===== src/rtl/stall_ctrl_pkg.sv =====
// Shared constants for the stall controller: parameter defaults, stall_cause
// bit positions and the busy-counter width helper.
package stall_ctrl_pkg;

  localparam int DEF_MULT_CYCLES = 5;
  localparam int DEF_DIV_CYCLES  = 10;
  localparam int DEF_T_W         = 3;
  localparam int DEF_CNT_W       = 32;

  localparam int CAUSE_RS = 0;
  localparam int CAUSE_RT = 1;
  localparam int CAUSE_MD = 2;
  localparam int CAUSE_W  = 3;

  // Both latencies at zero would give a zero-width counter, so keep one bit.
  function automatic int busyCntWidth(input int multCycles, input int divCycles);
    int maxCycles;
    int w;
    maxCycles = (multCycles > divCycles) ? multCycles : divCycles;
    w = $clog2(maxCycles + 1);
    return (w < 1) ? 1 : w;
  endfunction

endpackage


===== src/rtl/stall_ctrl_md_busy_cnt.sv =====
// HI/LO unit busy window: loads the mult/div latency on an E-stage start and
// counts down; a start seen while already counting is ignored.
module md_busy_cnt
  import stall_ctrl_pkg::*;
#(
  parameter int MULT_CYCLES = DEF_MULT_CYCLES,
  parameter int DIV_CYCLES  = DEF_DIV_CYCLES
) (
  input  logic clk,
  input  logic reset,
  input  logic start_i,
  input  logic is_div_i,
  output logic busy_o
);

  localparam int CW = busyCntWidth(MULT_CYCLES, DIV_CYCLES);
  localparam logic [CW-1:0] MULT_LOAD = CW'(MULT_CYCLES);
  localparam logic [CW-1:0] DIV_LOAD  = CW'(DIV_CYCLES);
  localparam logic [CW-1:0] ONE       = CW'(1);

  logic [CW-1:0] cnt_q, cnt_d;
  logic          busy_q;

  always_comb begin
    cnt_d = cnt_q;
    if (cnt_q != '0) begin
      cnt_d = cnt_q - ONE;
    end else if (start_i) begin
      cnt_d = is_div_i ? DIV_LOAD : MULT_LOAD;
    end
  end

  always_ff @(posedge clk or negedge reset) begin
    if (!reset) begin
      cnt_q  <= '0;
      busy_q <= 1'b0;
    end else begin
      cnt_q  <= cnt_d;
      busy_q <= (cnt_d != '0);
    end
  end

  assign busy_o = busy_q;

endmodule


===== src/rtl/stall_ctrl.sv =====
// Pipeline stall controller: D-stage RAW hazards against E/M producers, HI/LO
// busy interlock, and a saturating count of stalled cycles.
module stall_ctrl
  import stall_ctrl_pkg::*;
#(
  parameter int MULT_CYCLES = DEF_MULT_CYCLES,
  parameter int DIV_CYCLES  = DEF_DIV_CYCLES,
  parameter int T_W         = DEF_T_W,
  parameter int CNT_W       = DEF_CNT_W
) (
  input  logic               clk,
  input  logic               reset,
  input  logic [4:0]         D_rs_addr,
  input  logic [4:0]         D_rt_addr,
  input  logic [T_W-1:0]     D_tuse_rs,
  input  logic [T_W-1:0]     D_tuse_rt,
  input  logic               D_md_use,
  input  logic [4:0]         E_dst,
  input  logic [4:0]         M_dst,
  input  logic [T_W-1:0]     E_tnew,
  input  logic [T_W-1:0]     M_tnew,
  input  logic               E_md_start,
  input  logic               E_is_div,
  output logic               stall,
  output logic [CAUSE_W-1:0] stall_cause,
  output logic               md_busy,
  output logic [CNT_W-1:0]   stall_cnt
);

  logic             md_busy_w;
  logic [CNT_W-1:0] stall_cnt_q;

  // $zero never carries a dependency; an all-ones Tuse can never be below Tnew.
  function automatic logic srcHazard(input logic [4:0]     src,
                                     input logic [T_W-1:0] tuse,
                                     input logic [4:0]     eDst,
                                     input logic [T_W-1:0] eTnew,
                                     input logic [4:0]     mDst,
                                     input logic [T_W-1:0] mTnew);
    return (src != 5'd0) &&
           (((src == eDst) && (tuse < eTnew)) || ((src == mDst) && (tuse < mTnew)));
  endfunction

  md_busy_cnt #(
    .MULT_CYCLES (MULT_CYCLES),
    .DIV_CYCLES  (DIV_CYCLES)
  ) u_md_busy_cnt (
    .clk      (clk),
    .reset    (reset),
    .start_i  (E_md_start),
    .is_div_i (E_is_div),
    .busy_o   (md_busy_w)
  );

  always_comb begin
    stall_cause           = '0;
    stall_cause[CAUSE_RS] = srcHazard(D_rs_addr, D_tuse_rs, E_dst, E_tnew, M_dst, M_tnew);
    stall_cause[CAUSE_RT] = srcHazard(D_rt_addr, D_tuse_rt, E_dst, E_tnew, M_dst, M_tnew);
    stall_cause[CAUSE_MD] = D_md_use && (md_busy_w || E_md_start);
  end

  assign stall = |stall_cause;

  always_ff @(posedge clk or negedge reset) begin
    if (!reset) begin
      stall_cnt_q <= '0;
    end else if (stall && (stall_cnt_q != '1)) begin
      stall_cnt_q <= stall_cnt_q + CNT_W'(1);
    end
  end

  assign md_busy   = md_busy_w;
  assign stall_cnt = stall_cnt_q;

endmodule


===== config.mk =====
export PLATFORM = sky130hd
export DESIGN_NAME = stall_ctrl
export DESIGN_NICKNAME = d
export VERILOG_FILES = /design/src/rtl/stall_ctrl_pkg.sv /design/src/rtl/stall_ctrl_md_busy_cnt.sv /design/src/rtl/stall_ctrl.sv
export SDC_FILE = /design/constraint.sdc
export NUM_CORES = 1
export LEC_CHECK = 0
export ABC_CLOCK_PERIOD_IN_PS = 4700
export CAP_MARGIN = 20
export CORE_MARGIN = 10
export CORE_UTILIZATION = 45
export CTS_BUF_LIST = sky130_fd_sc_hd__clkbuf_8
export CTS_CLUSTER_DIAMETER = 150
export DETAILED_ROUTE_END_ITERATION = 8
export HOLD_SLACK_MARGIN = 0.05
export PLACE_DENSITY = 0.82
export RECOVER_POWER = 100
export SETUP_SLACK_MARGIN = 0.5
export SLEW_MARGIN = 25
export SYNTH_ARGS = -nofsm -noshare
export SYNTH_HDL_FRONTEND = slang
export SYNTH_HIERARCHICAL = 1
export SYNTH_SLANG_ARGS = --single-unit
export TNS_END_PERCENT = 1

===== constraint.sdc =====
create_clock -name clk -period 4.7 [get_ports clk]
set_input_delay 1.175 -clock clk [delete_from_list [all_inputs] [get_ports clk]]
set_output_delay 1.175 -clock clk [all_outputs]
set_load 0.005 [all_outputs]

==> impl_metrics.py, run 1 <==
metrics = {
    "timing": {
        "clock_skew_ns": 0.00477,
        "final.setup.tns_ns": 0,
        "drv_slew": 38,
        "period_minus_slack_ns": 4.32,
        "final_hold_viol_count": 0,
        "fin_worst_hold_slack_ns": 0.492,
        "rsz_0062_raised_after_global_routing": "true",
        "timing_worst_slew_pin_value_ns": 1.96,
        "fmaxAchievable_ghz": 0.232,
        "layout_worst_path_cycle_share_pct": 91.9,
        "final_setup_fails": 0,
        "relative_slew_slack_pct": -30.4,
    },
    "power": {
        "power.static_leakage_nw": 1.48,
        "vdd_ir_drop_max_uv": 313,
        "power_density_nw_per_um2": 290,
    },
    "layout": {
        "drive_gt1_share_pct": 6.60,
        "finish.net_count": 364,
        "area.growth.synth_to_final_pct": 40.4,
        "antenna_cells": 0,
    },
    "clocking": {
        "clk_latency_ns": 0.29,
        "cts.sinks": 37,
        "cts_root_buf": "clkbuf_8",
        "cts_inserted_buffers": 5,
        "clockBufferDepth": 2,
        "cts_tree": "built",
        "worst_setup_hold_path_clk_slew_ns": 0.07,
        "cts_max_level": 2,
        "hold_buffers": 0,
    },
    "floorplanning": {
        "dieHeight_microns": 91.1,
        "floorplan.io_pins": 74,
        "effective_utilization_at_floorplan_pct": 47.2,
        "core_area_sq_um": 4820,
        "fp.dieArea_sq_um": 8300,
        "rows": 25,
        "floorplan.die.width_microns": 91.1,
    },
    "critical_path": {
        "crit_path_max_fanout": 2,
        "slowest_stage_cell_crit_path": "clkdlybuf4s50_1",
        "start_kind": "input port",
        "crit_chain": "clkdlybuf4s50_1, inv_1, ha_1, o21ai_0, nor2_1, nor4_1, o22a_1, buf_4, nor3_1, inv_1, dlygate4sd2_1",
        "r2r_start": "stall_cnt[9]$_DFFE_PN0P_",
        "cp-startpoint": "E_tnew[2]",
        "max_stage_delay_ns": 0.45,
        "critPathCaptureType": "primary output",
        "r2r_slack_ns": 1.22,
        "regToRegEndpoint": "stall_cnt[1]$_DFFE_PN0P_",
        "timing_worst_setup_path_type": "input port to primary output",
        "worstPathRequired_ns": 3.52,
        "worst_path_most_repeated_cell": "inv_1",
        "critical_path_arrival_ns": 3.14,
        "depth_of_the_most_critical_reg_to_reg_path": 7,
    },
    "route": {
        "via_cell_ratio": 5.24,
        "final_wl_microns": 6110,
        "first_pass_iters": 4,
        "dr.first_iter.drc_count": 47,
        "drt_drc_violations_left": 0,
        "antenna_left": 0,
        "post_drt_wl_per_cell_microns": 15.9,
        "detailroute.via_count": 2017,
    },
    "status": {
        "failed_checks": "capacitance limit, slew limit",
        "outcome": "finished with violations",
    },
    "logic_synthesis": {
        "seq_area_frac_synth_pct": 40.7,
        "synth_area_leaders": "dfrtp_1 41%, xor2_1 9.6%, xnor2_1 8.5%",
        "syn_nets": 280,
        "netlist-cell-type-count": 40,
        "ys_dominant_reg_cell": "dfrtp_1",
        "synth_enable_flop_cells": 0,
        "mappedNetlistArea_sq_um": 2270,
        "yosys_warnings": 6,
        "ffs_latches_synth": 37,
        "syn-mean-instance-area_sq_um": 9.76,
        "synth_top_cell_by_area": "dfrtp_1",
        "share_of_flip_flops_with_an_asynchronous_set_or_reset_after_synthesis_pct": 100,
        "synth_top_area_share_pct": 40.7,
        "netlist_instances": 233,
    },
    "global_route": {
        "number_of_antenna_violations_at_the_first_check_in_global_routing": 0,
        "overflow": 0,
        "grt_usage_pct": 14.3,
        "first_global_vias": 2061,
        "grt_start_max_net_pins": 38,
        "first_pass_grt_wire_length_microns": 9850,
    },
    "placed_design": {
        "globalplace.congestion": 0.828,
        "post-dp-hpwl_microns": 4730,
        "io_buffer_count": 73,
    },
    "job": {
        "maxcap_violations": 1,
    },
    "min_path": {
        "min_delay_path_depth": 1,
        "hp-class": "flop to flop",
        "min-delay-start": "stall_cnt[22]$_DFFE_PN0P_",
        "worstHoldEndpoint": "stall_cnt[22]$_DFFE_PN0P_",
    },
}
-- through the flow --
step	cells	power [mW]	setup slack [ns]	instance area [sq um]	util, %
floorplan	233	0.584	1.11	2270	-
global placement	372	0.732	0.218	3080	64.0
detailed placement	372	0.739	0.0799	3080	64.0
CTS	385	0.956	0.336	3210	66.6
global route	385	0.985	0.188	3190	66.3
finish	385	0.926	0.380	3190	66.3
-- cell type report --
cell class,count,area [sq um]
Multi-Input combinational cell,177,1270
Tap cell,67,83.8
Sequential cell,37,926
Clock inverter,3,13.8
Clock buffer,5,68.8
Inverter,15,56.3
Fill cell,407,1620
Timing Repair Buffer,81,772
-- synth_stat cells, types with 4 or more instances --
| cell type | n |
|---|---|
| o21ai_0 | 5 |
| nand3_1 | 10 |
| or3_1 | 4 |
| inv_1 | 15 |
| xor2_1 | 25 |
| nor2_1 | 16 |
| nor3_1 | 14 |
| nand2_1 | 15 |
| nor4_1 | 10 |
| dfrtp_1 | 37 |
| mux2_2 | 4 |
| nand4_1 | 7 |
| xnor2_1 | 22 |
| ha_1 | 10 |
-- timing repair --
action | in CTS | in global routing
setup endpoints to repair | 3 | 3
buffers inserted | 5 | 0
resized for setup | 7 | 3
pin swaps | 6 | 2
-- metal layers --
layer | track usage [%] | share of wire, % | vias up | routed length (microns)
met1 | 17.7 | 47 | 943 | 2860
met5 | 0 | 0 | - | 0
met2 | 22.0 | 44 | 80 | 2660
li1 | - | - | 984 | -
met3 | 5.84 | 7.9 | 10 | 481
met4 | 5.22 | 1.8 | 0 | 113
-- sequential cells by signal, indices dropped and copies added (netlist names) --
| register | count |
|---|---|
| stall_cnt | 32 |
| u_md_busy_cnt/cnt_q | 4 |
| u_md_busy_cnt/busy_o | 1 |
-- layout by cell type (no fill, tap or decap), drive strengths merged, types with 2 or more instances in the layout --
master | netlist | routed
inv | 15 | 16
or4 | 4 | 4
mux2i | 3 | 3
nor3 | 14 | 14
clkdlybuf4s50 | 0 | 34
o21ai | 6 | 6
xnor2 | 22 | 22
clkinv | 0 | 2
nor4 | 10 | 10
or2 | 2 | 2
nor2 | 17 | 17
nand4 | 7 | 7
buf | 3 | 2
o21a | 3 | 3
dfrtp | 37 | 37
o22a | 3 | 3
or3 | 5 | 5
nand3 | 10 | 10
mux2 | 4 | 4
nor2b | 2 | 2
nor3b | 3 | 3
dlygate4sd2 | 0 | 2
clkbuf | 1 | 11
nand2 | 16 | 16
ha | 10 | 10
and4 | 3 | 3
dlygate4sd3 | 0 | 36
xor2 | 25 | 25
-- worst max-delay path, delay by kind of cell --
family	cells	cell delay [ns]
compound gates	2	0.29
buf+inv	5	0.98
fa+ha+maj	1	0.27
simple gates	3	0.43
-- report_power, final --
group / leakage (nW) / switching (mW) / internal [mW] / total [mW]
combinational: 0.971 / 0.133 / 0.160 / 0.293
clock: 0.0491 / 0.109 / 0.100 / 0.209
sequential: 0.464 / 0.0546 / 0.369 / 0.424
-- worst max path at each step --
stage | endpoint | depth (start not counted)
after floorplan | stall | 8
after global placement | stall | 10
after detailed placement | stall | 10
after CTS | stall_cause[1] | 8
after global routing | stall | 11
final | stall | 11
-- cells by family (layout without fill, tap and decap cells) --
group / count (synthesis) / after routing / share of synthesized area [%]
flops: 37 / 37 / 40.7
fa+ha+maj: 10 / 10 / 5.50
buf+inv: 19 / 104 / 4.12
compound gates: 16 / 16 / 5.01
mux: 7 / 7 / 3.30
simple gates: 97 / 97 / 23.3
xor+xnor: 47 / 47 / 18.1
No activity file was read; power rests on OpenSTA's default activity.
==> run 2, diff against run 1 <==
- CORE_ASPECT_RATIO: default -> 0.5
- CTS_CLUSTER_SIZE: default -> 12
==> run 2 against run 1 <==
- the flow still finishes with violations (capacitance limit, slew limit)
- hold slack got worse by 0.0057 ns
- non-clock buffer count unchanged
- sequential share of layout area did not move
- global-route usage up 0.90 points
==> impl_metrics.py, run 2 (synthesis gave the netlist of run 1 again) <==
metrics = {
    "timing": {
        "fmaxAchievable_ghz": 0.229,
        "layout_worst_path_cycle_share_pct": 92.7,
        "timing_worst_slew_pin_value_ns": 1.96,
        "drv_slew": 38,
        "final_setup_fails": 0,
        "final.setup.tns_ns": 0,
        "period_minus_slack_ns": 4.36,
        "final_hold_viol_count": 0,
        "fin_worst_hold_slack_ns": 0.486,
        "relative_slew_slack_pct": -30.9,
        "clock_skew_ns": 0.00315,
        "rsz_0062_raised_after_global_routing": "true",
    },
    "layout": {
        "area.growth.synth_to_final_pct": 40.4,
        "drive_gt1_share_pct": 6.94,
        "mostFrequentLayoutCells": "37 x dlygate4sd3_1, 37 x dfrtp_1, 33 x clkdlybuf4s50_1",
        "antenna_cells": 0,
        "layout.cell_area.non_filler_sq_um": 3190,
        "finish.cell_count_without_fillers": 387,
        "filler_cell_count": 406,
        "largest_reg_flops": 32,
        "finish.net_count": 364,
    },
    "clocking": {
        "worst_setup_hold_path_clk_slew_ns": 0.07,
        "cts.sinks": 37,
        "cts_max_level": 2,
        "clk_latency_ns": 0.28,
        "hold_buffers": 0,
        "cts_root_buf": "clkbuf_8",
        "cts_tree": "built",
        "clockBufferDepth": 2,
        "cts_inserted_buffers": 5,
    },
    "floorplanning": {
        "floorplan.die.width_microns": 121,
        "rows": 18,
        "dieHeight_microns": 70.3,
        "fp.dieArea_sq_um": 8470,
        "floorplan.io_pins": 74,
        "effective_utilization_at_floorplan_pct": 46.3,
        "core_area_sq_um": 4910,
    },
    "critical_path": {
        "start_kind": "input port",
        "slowest_stage_cell_crit_path": "dlygate4sd3_1",
        "timing_worst_setup_path_type": "input port to primary output",
        "r2r_start": "stall_cnt[9]$_DFFE_PN0P_",
        "worst-path-buf-inv": 5,
        "worst_path_dominant_cell_family": "buffers and inverters",
        "critPathCapture": "stall",
        "crit_chain": "dlygate4sd3_1, inv_1, ha_1, o21ai_0, a21oi_1, nor4_1, o22a_1, clkbuf_4, nor3_1, inv_1, dlygate4sd2_1",
        "max_stage_delay_ns": 0.53,
        "crit_path_max_fanout": 2,
        "timing.critical_path.depth": 11,
        "worstPathRequired_ns": 3.52,
        "r2r_slack_ns": 1.67,
        "depth_of_the_most_critical_reg_to_reg_path": 7,
        "critPathCaptureType": "primary output",
        "regToRegEndpoint": "stall_cnt[1]$_DFFE_PN0P_",
        "critical_path_arrival_ns": 3.18,
        "cp-startpoint": "M_tnew[1]",
        "worst_path_most_repeated_cell": "inv_1",
    },
    "route": {
        "antenna_left": 0,
        "via_cell_ratio": 5.26,
        "dr.first_iter.drc_count": 103,
        "first_pass_iters": 4,
        "final_wl_microns": 6300,
        "post_drt_wl_per_cell_microns": 16.3,
        "drt_drc_violations_left": 0,
        "detailroute.via_count": 2035,
    },
    "power": {
        "power_density_nw_per_um2": 293,
        "power.static_leakage_nw": 1.47,
        "vdd_ir_drop_max_uv": 173,
    },
    "global_route": {
        "number_of_antenna_violations_at_the_first_check_in_global_routing": 0,
        "first_pass_grt_wire_length_microns": 10800,
        "overflow": 0,
        "grt_usage_pct": 15.2,
        "first_global_vias": 2176,
        "grt_start_max_net_pins": 38,
    },
    "placed_design": {
        "postPlaceCellArea_sq_um": 3090,
        "post-dp-hpwl_microns": 4980,
        "place.detailed.instances": 376,
        "globalplace.congestion": 0.857,
        "io_buffer_count": 73,
    },
    "job": {
        "maxcap_violations": 1,
    },
    "min_path": {
        "hp-class": "flop to flop",
    },
    "status": {
        "failed_checks": "capacitance limit, slew limit",
        "outcome": "finished with violations",
    },
}
-- run 2: changes by cell type in the layout (fill, tap and decap cells not counted), sizes merged --
cell,before,now
clkbuf,11,12
clkinv,2,0
dlymetal6s2s,1,0
clkdlybuf4s50,34,33
clkdlybuf4s25,0,1
dlygate4sd3,36,37
-- run 2: area by class of cell --
cell class                      count  area (sq um)  share of cell area, %
Inverter                           15          56.3                   1.76
Sequential cell                    37           926                   29.0
Multi-Input combinational cell    177          1260                   39.5
Clock buffer                        6          82.6                   2.59
Clock inverter                      1          3.75                  0.118
Tap cell                           70          87.6                   2.74
Timing Repair Buffer               81           777                   24.3
-- run 2: worst min-delay path by stage --
stage                                      from                          endpoint  depth (start not counted)
6_report              stall_cnt[26]$_DFFE_PN0P_         stall_cnt[26]$_DFFE_PN0P_                          1
5_1_grt               stall_cnt[21]$_DFFE_PN0P_         stall_cnt[21]$_DFFE_PN0P_                          1
4_1_cts               stall_cnt[26]$_DFFE_PN0P_         stall_cnt[26]$_DFFE_PN0P_                          1
3_5_place_dp          stall_cnt[26]$_DFFE_PN0P_         stall_cnt[26]$_DFFE_PN0P_                          1
3_3_place_gp          stall_cnt[15]$_DFFE_PN0P_         stall_cnt[15]$_DFFE_PN0P_                          1
2_1_floorplan  u_md_busy_cnt/cnt_q[0]$_DFF_PN0_  u_md_busy_cnt/cnt_q[0]$_DFF_PN0_                          1
-- run 2: metrics by stage --
| step | power [mW] | setup WS, ns | util, % |
|---|---|---|---|
| finish | 0.936 | 0.342 | 65.0 |
| global route | 1.00 | 0.151 | 65.0 |
| CTS | 0.963 | 0.349 | 65.3 |
| detailed placement | 0.746 | 0.145 | 63.0 |
| global placement | 0.731 | 0.181 | 63.0 |
| floorplan | 0.584 | 1.11 | - |
-- run 2: what timing repair did --
item,in CTS,in global routing
endpoints found under the setup margin,3,2
buffers inserted,4,0
pin swaps,4,1
gates resized for setup,3,2
-- run 2: layer usage --
layer	GRT usage [%]	up-vias	wire length, microns
met1	18.4	981	2850
met5	0	-	0
li1	-	977	-
met2	27.2	72	3090
met3	3.21	5	310
met4	3.19	0	46
-- run 2: where the power goes --
group	total [mW]	switching [mW]	internal, mW
Sequential	0.426	0.0561	0.370
Combinational	0.294	0.133	0.160
Clock	0.217	0.103	0.114
